<file path="config.mk">
export PLATFORM = sky130hd
export DESIGN_NAME = mac_st_stream
export DESIGN_NICKNAME = d
export VERILOG_FILES = /design/src/rtl/mac_st_pkg.sv /design/src/rtl/mac_st_mult.sv /design/src/rtl/mac_st_stream.sv
export SDC_FILE = /design/constraint.sdc
export NUM_CORES = 1
export LEC_CHECK = 0
export ABC_CLOCK_PERIOD_IN_PS = 10200
export CORE_MARGIN = 2
export CORE_UTILIZATION = 25
export DETAILED_ROUTE_END_ITERATION = 16
export DONT_BUFFER_PORTS = 1
export PLACE_DENSITY = 0.43
export SLEW_MARGIN = 10
export SYNTH_ARGS = -nofsm -noshare
export SYNTH_HDL_FRONTEND = slang
export SYNTH_SLANG_ARGS = --single-unit
</file>
<file path="constraint.sdc">
create_clock -name clk -period 10.2 [get_ports clk]
set_clock_uncertainty 0.1 [all_clocks]
set_input_delay 1.02 -clock clk [delete_from_list [all_inputs] [get_ports clk]]
set_output_delay 1.02 -clock clk [all_outputs]
set_load 0.02 [all_outputs]
</file>
<file path="src/rtl/mac_st_pkg.sv">
// Shared types and helpers for the streaming Sum-Together MAC (mac_st_stream).
package mac_st_pkg;

    typedef enum logic [1:0] {
        CFG_FULL  = 2'b00,
        CFG_HALF  = 2'b01,
        CFG_QUART = 2'b11
    } cfg_e;

    typedef struct packed {
        cfg_e mode;
        logic w_signed;
    } beat_cfg_t;

    function automatic int zw(input int bw, input int headroom);
        return 2 * bw + headroom;
    endfunction

    // The unused encoding 2'b10 behaves as full precision.
    function automatic cfg_e decode_cfg(input logic [1:0] aw);
        cfg_e mode;
        case (aw)
            2'b01:   mode = CFG_HALF;
            2'b11:   mode = CFG_QUART;
            default: mode = CFG_FULL;
        endcase
        return mode;
    endfunction

endpackage

</file>
<file path="src/rtl/mac_st_mult.sv">
// Combinational Sum-Together multiplier: sums 1, 2 or 4 same-index slice products,
// each extended to ZW bits (activations unsigned, weights signed on request).
module mac_st_mult
    import mac_st_pkg::*;
#(
    parameter int BW = 8,
    parameter int ZW = 20
) (
    input  logic [BW-1:0] a,
    input  logic [BW-1:0] w,
    input  beat_cfg_t     cfg,
    output logic [ZW-1:0] p
);

    // Keeps the low `width` bits of v and sign- or zero-extends them to ZW.
    function automatic logic [ZW-1:0] ext(input logic [BW-1:0] v, input int unsigned width,
                                          input logic sgn);
        logic [ZW-1:0] mask;
        logic [ZW-1:0] r;
        logic          msb;
        mask = (ZW'(1) << width) - ZW'(1);
        r    = ZW'(v) & mask;
        msb  = |((v >> (width - 1)) & BW'(1));
        if (sgn && msb) r = r | ~mask;
        return r;
    endfunction

    // Products are formed modulo 2^ZW, which is exact for ZW-bit two's complement results.
    function automatic logic [ZW-1:0] st_sum(input logic [BW-1:0] av, input logic [BW-1:0] wv,
                                             input int unsigned n, input logic sgn);
        logic [ZW-1:0] acc;
        int unsigned   width;
        width = BW / n;
        acc   = '0;
        for (int unsigned i = 0; i < 4; i++) begin
            if (i < n)
                acc = acc + ext(av >> (i * width), width, 1'b0) * ext(wv >> (i * width), width, sgn);
        end
        return acc;
    endfunction

    // NOTE: every output of a combinational block is assigned on every path, so no latch forms.
    always_comb begin
        case (cfg.mode)
            CFG_HALF:  p = st_sum(a, w, 2, cfg.w_signed);
            CFG_QUART: p = st_sum(a, w, 4, cfg.w_signed);
            default:   p = st_sum(a, w, 1, cfg.w_signed);
        endcase
    end

endmodule

</file>
<file path="src/rtl/mac_st_stream.sv">
// Streaming Sum-Together MAC: 3-stage pipeline with valid/ready, programmable group length
// and per-beat config. Optional saturating accumulation under `MAC_ST_SAT_EN.
module mac_st_stream
    import mac_st_pkg::*;
#(
    parameter int BW       = 8,
    parameter int HEADROOM = 4,
    parameter int CNT_W    = 8,
    localparam int ZW      = zw(BW, HEADROOM)
) (
    input  logic             clk,
    input  logic             rst_n,
    input  logic             in_valid,
    output logic             in_ready,
    input  logic [BW-1:0]    a,
    input  logic [BW-1:0]    w,
    input  logic             w_signed,
    input  logic [1:0]       config_aw,
    input  logic [CNT_W-1:0] acc_len,
    output logic             out_valid,
    input  logic             out_ready,
    output logic [ZW-1:0]    z,
    output logic             busy,
    output logic             ovf
);

    logic             stall;
    logic             accept;
    logic [CNT_W-1:0] in_cnt;
    logic [CNT_W-1:0] grp_len;
    logic [CNT_W-1:0] beat_len;
    beat_cfg_t        grp_cfg;
    beat_cfg_t        beat_cfg;
    logic             grp_start;
    logic             beat_last;

    logic [BW-1:0]    a1;
    logic [BW-1:0]    w1;
    beat_cfg_t        cfg1;
    logic             last1;
    logic             v1;
    logic [ZW-1:0]    p1;

    logic [ZW-1:0]    p2;
    logic             last2;
    logic             v2;

    logic [ZW-1:0]    acc;
    logic [ZW-1:0]    acc_sum;

    assign stall     = out_valid && !out_ready;
    assign in_ready  = !stall;
    assign accept    = in_valid && in_ready;
    assign grp_start = (in_cnt == '0);
    assign busy      = (in_cnt != '0) || v1 || v2;

    // The first beat of a group takes its config from the ports; later beats reuse the latched copy.
    always_comb begin
        beat_cfg = grp_cfg;
        beat_len = grp_len;
        if (grp_start) begin
            beat_cfg.mode     = decode_cfg(config_aw);
            beat_cfg.w_signed = w_signed;
            beat_len          = (acc_len == '0) ? CNT_W'(1) : acc_len;
        end
    end

    assign beat_last = (in_cnt == beat_len - CNT_W'(1));

    mac_st_mult #(.BW(BW), .ZW(ZW)) u_mult (
        .a   (a1),
        .w   (w1),
        .cfg (cfg1),
        .p   (p1)
    );

`ifdef MAC_ST_SAT_EN
    logic          ws2;
    logic          clamp;
    logic          ovf_q;
    logic [ZW:0]   sum_ext;

    always_comb begin
        sum_ext = {ws2 & acc[ZW-1], acc} + {ws2 & p2[ZW-1], p2};
        acc_sum = sum_ext[ZW-1:0];
        clamp   = 1'b0;
        if (ws2) begin
            if (sum_ext[ZW] != sum_ext[ZW-1]) begin
                clamp   = 1'b1;
                acc_sum = sum_ext[ZW] ? {1'b1, {(ZW-1){1'b0}}} : {1'b0, {(ZW-1){1'b1}}};
            end
        end else if (sum_ext[ZW]) begin
            clamp   = 1'b1;
            acc_sum = '1;
        end
    end

    always_ff @(posedge clk or negedge rst_n) begin
        if (!rst_n) begin
            ws2   <= 1'b0;
            ovf_q <= 1'b0;
        end else if (!stall) begin
            if (v1) ws2 <= cfg1.w_signed;
            if (v2 && clamp) ovf_q <= 1'b1;
        end
    end

    assign ovf = ovf_q;
`else
    assign acc_sum = acc + p2;
    assign ovf     = 1'b0;
`endif

    // NOTE: sequential state uses non-blocking assignments so every stage samples pre-edge values.
    always_ff @(posedge clk or negedge rst_n) begin
        if (!rst_n) begin
            in_cnt    <= '0;
            grp_len   <= '0;
            grp_cfg   <= '{mode: CFG_FULL, w_signed: 1'b0};
            a1        <= '0;
            w1        <= '0;
            cfg1      <= '{mode: CFG_FULL, w_signed: 1'b0};
            last1     <= 1'b0;
            v1        <= 1'b0;
            p2        <= '0;
            last2     <= 1'b0;
            v2        <= 1'b0;
            acc       <= '0;
            z         <= '0;
            out_valid <= 1'b0;
        end else if (!stall) begin
            v1 <= accept;
            if (accept) begin
                a1     <= a;
                w1     <= w;
                cfg1   <= beat_cfg;
                last1  <= beat_last;
                in_cnt <= beat_last ? '0 : in_cnt + CNT_W'(1);
                if (grp_start) begin
                    grp_cfg <= beat_cfg;
                    grp_len <= beat_len;
                end
            end

            v2 <= v1;
            if (v1) begin
                p2    <= p1;
                last2 <= last1;
            end

            // Not stalled means any held result is being popped; a finishing group replaces it.
            out_valid <= v2 && last2;
            if (v2) begin
                if (last2) begin
                    z   <= acc_sum;
                    acc <= '0;
                end else begin
                    acc <= acc_sum;
                end
            end
        end
    end

endmodule

</file>
# After elaboration in Yosys (flattened, before gate mapping)
# Cells that the tools add are included.
# classes
add_sub_neg,7
mul,7
n_eq_ne,5
mux,25
n_bitwise,1
n_reduce_logical,20
# ops
cell,n
two-way mux 20 bit,19
adder 20 bit,5
multiplier 2 x 20 -> 20 bit,4
multiplier 4 x 20 -> 20 bit,2
case mux 20 bit (2 select lines),1
two-way mux 8 bit,3
multiplier 8 x 20 -> 20 bit,1
logical NOT 8 bit,2
adder 8 x 1 -> 8 bit (second input constant),1
equality test 8 bit,1
nonzero test 8 bit,1
subtractor 8 x 1 -> 8 bit (second input constant),1
logical AND 1 bit,7
AND reduction 2 bit,3
AND reduction 3 bit,2
equality test 2 x 1 -> 1 bit (second input constant),2
equality test 2 bit (second input constant),2
case mux 2 bit (2 select lines),1
two-way mux 3 bit,1
logical NOT 1 bit,2
logical OR 1 bit,2
OR reduction 2 bit,1
NOT 1 bit,1
# word_totals
reg_bits,103
input_bits,31
out_inout_bits,24
elab_cells,81

# Depth between registers and ports, before layout
# Gate-level depths: netlist (run 1).
# depth
depth_word,11
mapped_depth,41
ltp_nobuf,40

# By module
# From an unflattened synthesis (run 1), not the netlist that was laid out.
# hier_totals
hier_cells,1667
hier_area_um2,14886.8
# by_module_without_submodules
mod,n_inst,cells_each,area_each_um2,seq_area_each_um2
mac_st_mult,1,1162,9541.7,0.0
mac_st_stream,1,505,5345.1,2577.5

# Worst setup path before layout (run 1)
# No wires, ideal clock.
# synth_path
path_kind,flip-flop to flip-flop
from,reg a1[0]
to,reg p2[17]
setup_ps,65
t_arrival_ps,8497
t_required_ps,10035
path_slack_ps,1538
stages_incl_launch_ff,38
path_buffers,1
synth_period_minus_slack_ps,8662
cell_sequence,dfrtp_1 -> clkbuf_1 -> and2_1 -> ha_1 -> fa_1 -> inv_1 -> fa_1 -> inv_1 -> fa_1 -> inv_1 -> fa_1 -> inv_1 -> ha_1 -> o21a_1 -> a2111oi_0 -> nor2_1 -> a21oi_1 -> xnor2_1 -> [2 not listed] -> ha_1 -> nor3_1 -> o211ai_1 -> and2_1 -> o21ai_0 -> nand2_1 -> fa_1 -> inv_1 -> ha_1 -> and3_1 -> and3b_1 -> a211o_1 -> a211o_1 -> a211oi_1 -> xnor2_1 -> nand2_1 -> o2111ai_1 -> o221a_2
# synth_via
elab_chain_cells,8
word_cells_on_any_way,12
cone_classes,4 x add/sub; 3 x mul; 5 x mux
# synth_rtl
item,line,source
from (decl),mac_st_stream.sv:37,logic [BW-1:0] a1;
from (signal assigned),mac_st_stream.sv:120,a1 <= '0;
from (signal assigned),mac_st_stream.sv:134,a1 <= a;
multiplier 2 x 20 -> 20 bit,mac_st_mult.sv:37,"acc = acc + ext(av >> (i * width), width, 1'b0) * ext(wv >> (i * width), width, sgn);"
two-way mux 20 bit,mac_st_mult.sv:44,case (cfg.mode)
adder 20 bit,mac_st_mult.sv:37,
two-way mux 20 bit,mac_st_mult.sv:44,
adder 20 bit,mac_st_mult.sv:37,
two-way mux 20 bit,mac_st_mult.sv:44,
adder 20 bit,mac_st_mult.sv:37,
case mux 20 bit (2 select lines) (*),mac_st_mult.sv:44,
to (signal assigned),mac_st_stream.sv:147,p2 <= p1;
to (decl),mac_st_stream.sv:44,logic [ZW-1:0] p2;
# Every way passes the cells marked *; elsewhere a longest branch is shown, timed or not. The select of a mux whose other input is x is not followed.
# A chain may end at the register's enable or synchronous reset.

# Final worst setup path (run 1)
# Same ends and word-level chain as after synthesis.

==> summary.md, run 1 <==
| Metric | Value |
|---|---|
| Status | finished, final reports clean |
| CP Capture Type | register |
| Number of antenna violations at the first check in global routing | 0 |
| Syn_nets | 2,003 |
| Power Density | 205 nW/um^2 |
| Mapped Cells | 1,660 |
| DRC | 0 |
| Final setup viols | 0 |
| Commonest non-fill, non-tap cells in the layout | inv_1, fa_1, ha_1 |
| Setup TNS | 0 ns |
| Worst Path Buf+Inv | 6 |
| Number of port buffers | 0 |
| Hold Crit Class | in2async |
| Synth Cell Area | 14,800 sq um |
| Clock latency on the worst-skew pair | 0.38 ns |
| Final HPWL DP | 31,500 um |
| Clock sinks | 103 |
| Hold_buf cts | 0 |
| Fillcell total | 6,213 |
| Starting Density | 25.2% |
| Async set-reset flop share out of synthesis | 100% |
| Slowest cell on the critical path | fa_1 |
| DR WL/cell | 15.8 um |
| Num CTS Buffers | 9 |
| Vias per Instance | 4.55 |
| Via count | 11.0k |
| Vias in the first global route | 11.6k |
| Initial DRC count | 408 |
| Core area | 58,700 sq um |
| Nets | 1,980 |
| Gpl congestion | 0.838 |
| Post-synth EDFFs | 0 |
| RR Startpoint | a1[0] |
| Die Ht | 247 um |
| Area leader, netlist | fa_1 |
| RSZ-0062 raised after global routing | no |
| Slew headroom | 24.6% |
| Fmax | 107 MHz |
| Top cell type's share of synthesized area | 22.8% |
| Commonest non-fill, non-tap cell in the layout | inv_1 |
| Worst-path clk slew | 0.09 ns |
| Area Growth Syn to Fin | 7.95% |
| Most used flip-flop cell after synthesis | dfrtp_1 |
| Yosys warnings | 0 |
| Hold Vio Cnt, Final | 0 |
| CP delay by family, top | adder cells |
| Die X-Extent | 247 um |
| Drt total wl | 38,200 um |
| First-pass GRT wire length | 62,900 um |
| Crit path required time | 10.42 ns |
| Period utilization | 91.5% |
| Slowest stage delay, CP | 0.54 ns |
| Instance area at placement | 15,600 sq um |
| Maximum vdd ir drop | 0.125 mV |
| TritonCTS clock tree | done |
| Drt first pass iters | 5 |
| Pin count of the biggest net entering global routing | 104 |
| Grt ovf | 0 |
| Register bit total from synthesis | 103 |
| Worst EP arrival | 9.55 ns |
| Worst r2r dst | p2[17] |
| Fin area | 15,900 sq um |
| Slew @ Worst Pin | 1.13 ns |
| Instance count on the critical path | 36 |
| Synth area leaders | fa_1, dfrtp_1, ha_1, inv_1, nand2_1 |
| Reg2reg setup slack | 0.87 ns |
| Gr usage total | 13.0% |
| Crit path time final | 9.33 ns |
| CTS Buffer Depth | 2 |
| Die footprint | 61,000 sq um |
| Avg Cell Area, Syn | 8.89 sq um |
| Antenna viol nets, final | 0 |
| Max-cap violations | 0 |
| Final Max Slew Viols | 0 |
| Worst Path Max Fanout | 12 |
| Max H-tree Level | 3 |
| WS Path Type | reg2reg |
| # rows | 89 |
| Sequential share of the synthesized area | 17.5% |
| I/O pin count | 55 |
| Pleak | 8.28 nW |
| Synth unique cells | 72 |
| ANT cells | 0 |
| Clk root buf | clkbuf_16 |
| Crit start category | register |
| Reg2Reg Depth | 36 |
| Share of layout cells above drive strength 1 | 5.05% |
## per-stage QoR
| stage | std cells | worst slack (ns) | utilization [%] | hold WS, ns | power [mW] |
|---|---|---|---|---|---|
| final | 2415 | 0.869 | 27.2 | 0.244 | 3.26 |
| after detailed placement | 2399 | 0.716 | 26.6 | 0.374 | 2.90 |
| after global placement | 2399 | 0.980 | 26.6 | 0.359 | 2.88 |
| after floorplan | 1660 | 1.54 | - | 0.339 | 2.27 |
| after global routing | 2415 | 0.0188 | 27.2 | 0.220 | 3.63 |
| after CTS | 2415 | 0.667 | 27.2 | 0.200 | 3.32 |
## worst reg2reg max path: cells and delay by family (launching register included)
kind,cells,cell delay [ns]
adders and majority gates,10,4.01
AOI/OAI and AO/OA,10,2.52
buffers and inverters,6,0.39
xor gates and xnor gates,2,0.28
and+or+nand+nor,8,1.48
DFF,1,0.52
## cells by family (layout without fill, tap and decap cells)
kind of cell / count (synthesis) / after routing / synth area share, %
AOI/OAI and AO/OA: 362 / 362 / 15.7
xor gates and xnor gates: 111 / 111 / 6.68
adders and majority gates: 312 / 312 / 35.0
buffers and inverters: 327 / 309 / 8.40
DFF: 103 / 103 / 17.5
muxes: 53 / 53 / 4.01
other: 1 / 1 / 0.0254
and+or+nand+nor: 391 / 391 / 12.7
## sequential cells by signal, indices dropped and copies added (netlist names), 8 cells and up
name,cells
a1,8
acc,20
grp_len,8
in_cnt,8
p2,20
w1,8
z,20
## cell usage after synthesis (17+ instances only)
cell type / instances
inv_1: 286
nor3_1: 33
nand2_1: 141
xor2_1: 54
fa_1: 168
ha_1: 144
nand3_1: 18
a21oi_1: 91
xnor2_1: 56
dfrtp_1: 103
clkbuf_1: 36
a21o_1: 41
mux2_2: 39
nor2_1: 83
o21bai_1: 17
nand2b_1: 23
o21ai_0: 83
and2_1: 34
## area by class of cell
class                           instances  area [sq um]  share of cell area, %
Inverter                              286          1070                   6.74
Clock buffer                            9           225                   1.41
Timing Repair Buffer                    7          52.6                  0.330
Multi-Input combinational cell       1230         10900                   68.7
Sequential cell                       103          2580                   16.2
Tap cell                              773           967                   6.07
Clock inverter                          7          91.3                  0.573
## worst max-delay path by stage
stage / start / endpoint / slack (ns)
after floorplan: a1[0] / p2[17] / 1.54
after global placement: a1[1] / p2[17] / 0.98
after detailed placement: a1[1] / p2[17] / 0.72
after CTS: a1[1] / p2[17] / 0.67
after global routing: a1[0] / p2[17] / 0.02
final: a1[0] / p2[17] / 0.87
## repair_timing
action	CTS	global route
setup endpoints to repair	0	1
resized for setup	0	1
buffers inserted	0	0
endpoints found under the hold margin	0	0
## power breakdown
part	leakage [nW]	internal (mW)	switching (mW)
sequential	1.30	0.535	0.165
combinational	6.82	0.891	1.28
clock	0.156	0.197	0.192
total	8.28	1.62	1.64
## per-layer routing
metal | part of all wire, % | track usage, %
met1 | 47 | 16.8
met2 | 49 | 22.9
met3 | 2.0 | 1.25
met4 | 2.7 | 4.13
met5 | 0 | 0
Power figures use the tool's default switching activity.
==> inputs of run 2 (changes only) <==
Settings changed: PLACE_DENSITY 0.43 to default, PLACE_DENSITY_LB_ADDON from default to 0.08.
==> summary.md, run 2 (synthesis results as in run 1) <==
| Metric | Value |
|---|---|
| Status | finished, final reports clean |
| Pleak | 8.28 nW |
| CP Capture Type | register |
| First-pass GRT wire length | 65,900 um |
| Leading registers by flop count | acc x20, p2 x20, z x20 |
| Power Density | 204 nW/um^2 |
| Crit path required time | 10.43 ns |
| Fillcell total | 6,320 |
| I/O pin count | 55 |
| Initial DRC count | 468 |
| Power Total | 3.25 mW |
| Reg area | 2580 sq um |
| Worst Path Buf+Inv | 6 |
| Num CTS Buffers | 9 |
| Gpl congestion | 0.787 |
| Instance area at placement | 15,600 sq um |
| P_int | 1.61 mW |
| DRC | 0 |
| RR Startpoint | w1[1] |
| Final Max Slew Viols | 0 |
| Number of antenna violations at the first check in global routing | 0 |
| Clock sinks | 103 |
| Number of port buffers | 0 |
| Nets | 1,984 |
| Gr usage total | 13.9% |
| WS Path Type | reg2reg |
| Max H-tree Level | 3 |
| Drt total wl | 40,200 um |
| Net load switching power | 1.64 mW |
| Die Ht | 247 um |
| Total setup buffers inserted after CTS | 0 |
| Fmax | 108 MHz |
| Clk root buf | clkbuf_16 |
| Hold Crit Class | in2async |
| Pin count of the biggest net entering global routing | 104 |
| Vias in the first global route | 11.6k |
| Fin area | 15,900 sq um |
| Max-cap violations | 0 |
| Core area | 58,700 sq um |
| DR WL/cell | 16.6 um |
| Slew @ Worst Pin | 0.950 ns |
| Crit path time final | 9.30 ns |
| Post-CTS sizing | 0 |
| Antenna viol nets, final | 0 |
| Clock latency on the worst-skew pair | 0.39 ns |
| Final HPWL DP | 33,800 um |
| Setup TNS | 0 ns |
| Footprint of the multi-input gates | 11,000 sq um |
| Final setup viols | 0 |
| TritonCTS clock tree | done |
| Sw frac | 50.5% |
| Worst EP arrival | 9.53 ns |
| Crit start category | register |
| Via count | 11.0k |
| Slew headroom | 36.4% |
| Clock power frac | 11.0% |
| Period utilization | 91.2% |
| Area Growth Syn to Fin | 7.94% |
| # rows | 89 |
| Combinational power share | 67.4% |
| Worst Path Max Fanout | 11 |
| Grt ovf | 0 |
| Slowest stage delay, CP | 0.54 ns |
| Share of layout cells above drive strength 1 | 5.16% |
| Hold Vio Cnt, Final | 0 |
| Hold_buf cts | 0 |
| Critical Path Start | w1[1] |
| Commonest non-fill, non-tap cells in the layout | inv_1, fa_1, ha_1 |
| CTS Buffer Depth | 2 |
| Drt first pass iters | 5 |
| Slowest cell on the critical path | fa_1 |
| RSZ-0062 raised after global routing | no |
| Die footprint | 61,000 sq um |
| CP delay by family, top | adder cells |
| Vias per Instance | 4.53 |
| Worst-path clk slew | 0.08 ns |
| Maximum vdd ir drop | 0.102 mV |
| Die X-Extent | 247 um |
| Starting Density | 25.2% |
| Commonest non-fill, non-tap cell in the layout | inv_1 |
| Seq pwr share | 21.5% |
| ANT cells | 0 |
-- run 2: cell types whose count changed in the layout (fill, tap and decap cells not counted), sizes merged --
| cell | before | now |
|---|---|---|
| clkbuf | 9 | 12 |
| inv | 288 | 289 |
| clkinv | 4 | 0 |
| bufinv | 1 | 0 |
| buf | 7 | 11 |
| clkinvlp | 0 | 1 |
-- run 2: metrics by stage --
stage          util, %  hold slack [ns]  cells  setup WS (ns)
3_5_place_dp      26.7            0.369   2403          0.661
2_1_floorplan        -            0.339   1660           1.54
6_report          27.2            0.223   2419          0.900
3_3_place_gp      26.7            0.362   2403          0.953
5_1_grt           27.2            0.191   2419          0.136
4_1_cts           27.1            0.193   2419          0.602
-- run 2: metal layers --
layer	vias up	track usage [%]	share of wire (%)
li1	5457	-	-
met1	5404	18.8	49
met2	93	24.0	49
met3	13	1.53	1.7
met4	0	2.73	0.85
met5	-	0	0
-- run 2: path summary, 6_finish.rpt --
path / cells past startpoint / endpoint / slack, ns
setup / recovery: 36 / p2[17] / 0.90
hold / removal: 0 / a1[2] / 0.22
setup reg to reg: 36 / p2[17] / 0.90
hold reg to reg: 2 / p2[5] / 0.38
max in group asynchronous: 0 / grp_cfg[0] / 9.51
min in group clk: 2 / p2[5] / 0.38
-- run 2: layout make-up --
type	count	share of cell area (%)
multi-input cells	1230	68.7
flip-flops and latches	103	16.2
inverters	286	6.74
well taps	773	6.07
clock buffers	12	1.55
repair buffers	11	0.518
clock inverters	4	0.228
-- run 2: worst reg2reg max path, delay by kind of cell, from the launching register on --
family	cells	cell delay, ns
flops	1	0.50
xor+xnor	2	0.28
fa+ha+maj	10	4.00
simple gates	8	1.47
buf+inv	6	0.40
compound gates	10	2.50
-- run 2: power by group through the flow --
| stage | Sequential [mW] | Clock, mW | Combinational (mW) |
|---|---|---|---|
| final | 0.699 | 0.358 | 2.19 |
| after global routing | 0.719 | 0.397 | 2.50 |
| after CTS | 0.703 | 0.379 | 2.26 |
| after detailed placement | 0.709 | 0 | 2.24 |
| after global placement | 0.711 | 0 | 2.24 |
| after floorplan | 0.646 | 0 | 1.63 |
==> RTL edit 1 (flow settings as in run 1) <==
Build with the macro `MAC_ST_SAT_EN` defined.
--- a/src/rtl/mac_st_stream.sv
+++ b/src/rtl/mac_st_stream.sv
@@ -1,4 +1,6 @@
 // Streaming Sum-Together MAC: 3-stage pipeline with valid/ready, programmable group length
 // and per-beat config. Optional saturating accumulation under `MAC_ST_SAT_EN.
+`define MAC_ST_SAT_EN
+
 module mac_st_stream
     import mac_st_pkg::*;
Check against the original RTL: not settled (the Yosys comparison gave no result); the edit may change what the design does.
==> RTL edit 1 against run 1 <==
Final area is 2.0% higher. Cell count is 3.3% higher. Hold slack got worse by 1.7 ps. Die area increased by 2.4%. Sequential cell count grew 2. Wire length up 2.5%. Synthesized area increased by 2.5%. Critical path depth increased by 3. Worst setup slack gained 24 ps. Total power increased by 65%. Global-route usage decreased by 0.11 points.
==> RTL edit 1: results (changes against run 1) <==
finish:
  drive_gt1_share_pct: 3.45  # was 5.05%
  final-seq-area_um2: 2630  # was 2580 µm²
  fillers: 6507  # was 6213
  reg_top3: "acc x20, p2 x20, z x20"  # unchanged
  layoutNonFillerInstCount: 2494  # was 2415
synthesis:
  synth_cells: 1739  # was 1660
  synth_cell_types: 78  # was 72
  synth_nets: 2084  # was 2003
  synth-main-ff-cell: "dfrtp_1"  # unchanged
  seq_area_frac_synth_pct: 17.4  # was 17.5%
  ys_async_sr_fraction_pct: 100  # unchanged
  synth_common_cells: "287 x inv_1, 188 x nand2_1, 168 x fa_1, 146 x ha_1, 105 x dfrtp_1"  # was 286 x inv_1, 168 x fa_1, 144 x ha_1, 141 x nand2_1, 103 x dfrtp_1
  synth_warnings: 0  # unchanged
  ys_top_cells_by_area: "fa_1 22%, dfrtp_1 17%, ha_1 12%"  # was fa_1 23%, dfrtp_1 17%, ha_1 12%
placement:
  post-dp-hpwl_um: 32400  # was 31500 µm
  pre_cts_slack_ps: 952  # was 716 ps
  place_congestion: 0.858  # was 0.838
  place_area_um2: 15900  # was 15600 µm²
clock_tree:
  h-tree-depth: 3  # unchanged
  cts_resized: 0  # unchanged
  cts_buffer_depth: 2  # unchanged
timing:
  relSlewSlack_pct: 24.3  # was 24.6%
  hold_ws_ps: 243  # was 244 ps
  fmax_mhz: 107  # about the same
critical_path:
  reg2reg_to: "p2[19]$_DFFE_PN0P_"  # was p2[17]$_DFFE_PN0P_
  cp.arrival_ps: 9470  # was 9550 ps
  crit_slowest_cell: "fa_1"  # unchanged
  r2r_setup_slack_ps: 890  # was 870 ps
  reg2reg_depth: 39  # was 36
global_route:
  grt_pass1_wl_um: 64800  # was 62900 µm
  grt_max_degree: 106  # was 104
  track_usage_pct: 12.9  # was 13.0%
pwr:
  leakagePower_nw: 8.22  # was 8.28 nW
  ir_worst_vdd_uv: 148  # was 125 µV
  p_comb_share_pct: 78.5  # was 66.6%
  p_clk_uw: 385  # was 389 µW
  swShare_pct: 54.1  # was 50.2%
  power.internal_mw: 2.47  # was 1.62 mW
routing:
  first_pass_iters: 6  # was 5
  wl_per_cell_um: 15.7  # was 15.8 µm
  dr.first_iter.drc_count: 595  # was 408
  via_count: 11533  # was 10978
status:
  status: "finished, final reports clean"  # unchanged
hold_path:
  hold_path_class: "in2async"  # unchanged
RTL edit 1: layer usage:
metal | vias up | wire (µm) | global-route usage, %
met1 | 5654 | 18100 | 16.4
met2 | 137 | 19600 | 23.5
li1 | 5713 | - | -
met5 | - | 0 | 0
met3 | 29 | 696 | 1.11
met4 | 0 | 732 | 3.40
RTL edit 1: cells by family (layout without fill, tap and decap cells):
logic type / Yosys count / after routing / synth area share, %
DFF: 105 / 105 / 17.4
AOI/OAI and AO/OA: 387 / 387 / 16.6
buffers and inverters: 338 / 311 / 8.54
adders and majority gates: 314 / 314 / 34.3
and+or+nand+nor: 446 / 446 / 14.0
xor gates and xnor gates: 113 / 113 / 6.63
muxes: 36 / 36 / 2.54
RTL edit 1: final cells by class:
cell class                 instances  share of cell area, %
timing repair buffer               6                  0.277
clock buffer                      10                   1.41
inverter                         289                   6.67
tap                              782                   6.02
sequential                       105                   16.2
multi-input combinational       1296                   68.9
clock inverter                     6                  0.523
==> RTL edit 2 (flow settings as in run 1) <==
Made on the original files. Add an input register stage for `config_aw`; this delays it by one clock. The other inputs are not delayed to match.
--- a/src/rtl/mac_st_stream.sv
+++ b/src/rtl/mac_st_stream.sv
@@ -24,4 +24,10 @@
     output logic             ovf
 );
+
+    logic [1:0] config_aw_q;
+
+    always_ff @(posedge clk) begin
+        config_aw_q <= config_aw;
+    end
 
     logic             stall;
@@ -60,5 +66,5 @@
         beat_len = grp_len;
         if (grp_start) begin
-            beat_cfg.mode     = decode_cfg(config_aw);
+            beat_cfg.mode     = decode_cfg(config_aw_q);
             beat_cfg.w_signed = w_signed;
             beat_len          = (acc_len == '0) ? CNT_W'(1) : acc_len;
Function: changed (Yosys sat finds a counterexample within 4 cycles, from zero or initial values and one cycle with rst_n low).
==> RTL edit 2 against run 1 <==
Wire length grew 4.0%. Synthesized area up 1.3%. Critical path depth grew 2. Global-route usage increased by 0.18 points. Sequential cell count is 2 higher. Largest power group unchanged. Worst setup slack lost 77 ps. Final area grew 1.1%. Critical path type unchanged. Total power decreased by 31%. Cell count increased by 2.2%.
==> RTL edit 2: results (changes against run 1) <==
synthesis:
  ys_async_sr_fraction_pct: 98.1  # was 100%
  syn_avg_cell_area_um2: 8.71  # was 8.89 µm²
  synth_common_cells: "290 x inv_1, 182 x nand2_1, 168 x fa_1, 144 x ha_1"  # was 286 x inv_1, 168 x fa_1, 144 x ha_1, 141 x nand2_1, 103 x dfrtp_1
  ys_top_cells_by_area: "fa_1 22%, dfrtp_1 17%, ha_1 12%"  # was fa_1 23%, dfrtp_1 17%, ha_1 12%
  seq_area_frac_synth_pct: 17.5  # about the same
  synth-main-ff-cell: "dfrtp_1"  # unchanged
  synth_warnings: 0  # unchanged
  synth_nets: 2061  # was 2003
  synth_cell_types: 79  # was 72
routing:
  vias_per_cell: 4.61  # was 4.55
  dr.first_iter.drc_count: 626  # was 408
  routed_wl_um: 39700  # was 38200 µm
  via_count: 11367  # was 10978
  first_pass_iters: 7  # was 5
global_route:
  track_usage_pct: 13.2  # was 13.0%
  grt_overflow: 0  # unchanged
  antenna_found_initial: 2  # was 0
  grt_max_degree: 104  # unchanged
  grt_pass1_vias: 11732  # was 11597
  grt_pass1_wl_um: 65200  # was 62900 µm
clock_tree:
  cts_buffers: 9  # unchanged
  cts_root_buf: "clkbuf_16"  # unchanged
  h-tree-depth: 3  # unchanged
  cts_buffer_depth: 2  # unchanged
  clock_latency_ps: 380  # about the same
  cts.clk_slew.worst_paths_ps: 90  # about the same
finish:
  fillers: 6324  # was 6213
  drive_gt1_share_pct: 4.07  # was 5.05%
  reg_top3: "acc x20, p2 x20, z x20"  # unchanged
  finalNetCount: 2032  # was 1980
pwr:
  ir_worst_vdd_uv: 98.0  # was 125 µV
  leakagePower_nw: 8.30  # was 8.28 nW
placement:
  post-place-cells: 2451  # was 2399
  port_buffers: 0  # unchanged
  post-dp-hpwl_um: 33000  # was 31500 µm
  place_congestion: 0.830  # was 0.838
critical_path:
  worstReg2RegStart: "a1[0]$_DFFE_PN0P_"  # unchanged
  crit_family: "adder cells"  # unchanged
  critPathMaxStageDelay_ps: 560  # was 540 ps
  cp_max_fo: 12  # unchanged
  reg2reg_depth: 38  # was 36
  crit_slowest_cell: "dfrtp_1"  # was fa_1
  cp.arrival_ps: 9560  # was 9550 ps
  r2r_setup_slack_ps: 790  # was 870 ps
  reg2reg_to: "p2[19]$_DFFE_PN0P_"  # was p2[17]$_DFFE_PN0P_
status:
  status: "finished, final reports clean"  # unchanged
die:
  start_util_pct: 25.3  # was 25.2%
hold_path:
  hold_path_class: "in2async"  # unchanged
timing:
  worst_pin_slew_ps: 1040  # was 1130 ps
-- RTL edit 2: cell types whose count changed after synthesis, sizes merged, moves of 6 or more --
| cell | before | now |
|---|---|---|
| nand2 | 142 | 183 |
| o21ai | 99 | 88 |
| a21oi | 91 | 103 |
| mux2 | 39 | 26 |
| xnor2 | 56 | 64 |
| nor2b | 7 | 13 |
| o21a | 12 | 18 |
| nor2 | 83 | 89 |
| and3 | 11 | 21 |
| nand2b | 23 | 14 |
| clkbuf | 36 | 42 |
| xor2 | 54 | 37 |
-- RTL edit 2: timing repair --
| item | in CTS | in global routing |
|---|---|---|
| setup buffers | 0 | 0 |
| setup endpoints to repair | 0 | 1 |
| resized for setup | 0 | 1 |
-- RTL edit 2: logic make-up after synthesis --
family / share of synthesized area [%]
adder cells (fa/ha/maj): 34.5
multiplexers: 3.28
AO/OA/AOI/OAI: 16.1
AND/OR/NAND/NOR: 13.9
other: 0.0251
XOR/XNOR: 6.06
buffers and inverters: 8.59
flip-flops: 17.5
-- RTL edit 2: how the worst max path moves through the flow --
stage	from	depth (start not counted)	end	slack [ps]
after global routing	a1[0]$_DFFE_PN0P_	38	p2[19]$_DFFE_PN0P_	70
after CTS	a1[0]$_DFFE_PN0P_	38	p2[19]$_DFFE_PN0P_	760
after global placement	a1[0]$_DFFE_PN0P_	38	p2[19]$_DFFE_PN0P_	1010
after detailed placement	a1[0]$_DFFE_PN0P_	38	p2[19]$_DFFE_PN0P_	820
final	a1[0]$_DFFE_PN0P_	38	p2[19]$_DFFE_PN0P_	790
after floorplan	a1[0]$_DFFE_PN0P_	39	p2[19]$_DFFE_PN0P_	1530
-- RTL edit 2: area by class of cell --
cell class	count	area [µm²]	area share (%)
sequential	105	2620	16.2
antenna	1	2.50	0.0155
inverter	290	1090	6.76
tap	773	967	6.00
multi-input combinational	1275	11100	68.6
clock buffer	9	225	1.40
timing repair buffer	8	60.1	0.373
clock inverter	7	91.3	0.567
-- RTL edit 2: routing by layer --
layer	GRT usage, %	up-vias	wire (µm)
met4	3.15	2	724
met2	22.7	118	18900
met1	17.7	5591	19000
li1	-	5629	-
met5	0	-	13
met3	1.56	27	1090
-- RTL edit 2: per-stage QoR --
step	hold slack, ps	area [µm²]	worst slack (ps)	total power [mW]	utilization, %
floorplan	339	15000	1530	1.54	-
global placement	359	15800	1010	1.86	26.7
detailed placement	363	15800	823	1.87	26.7
CTS	200	16100	759	2.28	27.2
global route	195	16100	69.5	2.45	27.2
finish	221	16100	792	2.24	27.3
-- RTL edit 2: report_power, final --
part           internal (mW)  switching, mW  total, mW
clock network          0.179          0.203      0.381
registers              0.515          0.123      0.639
logic                  0.512          0.704       1.22
total                   1.21           1.03       2.24
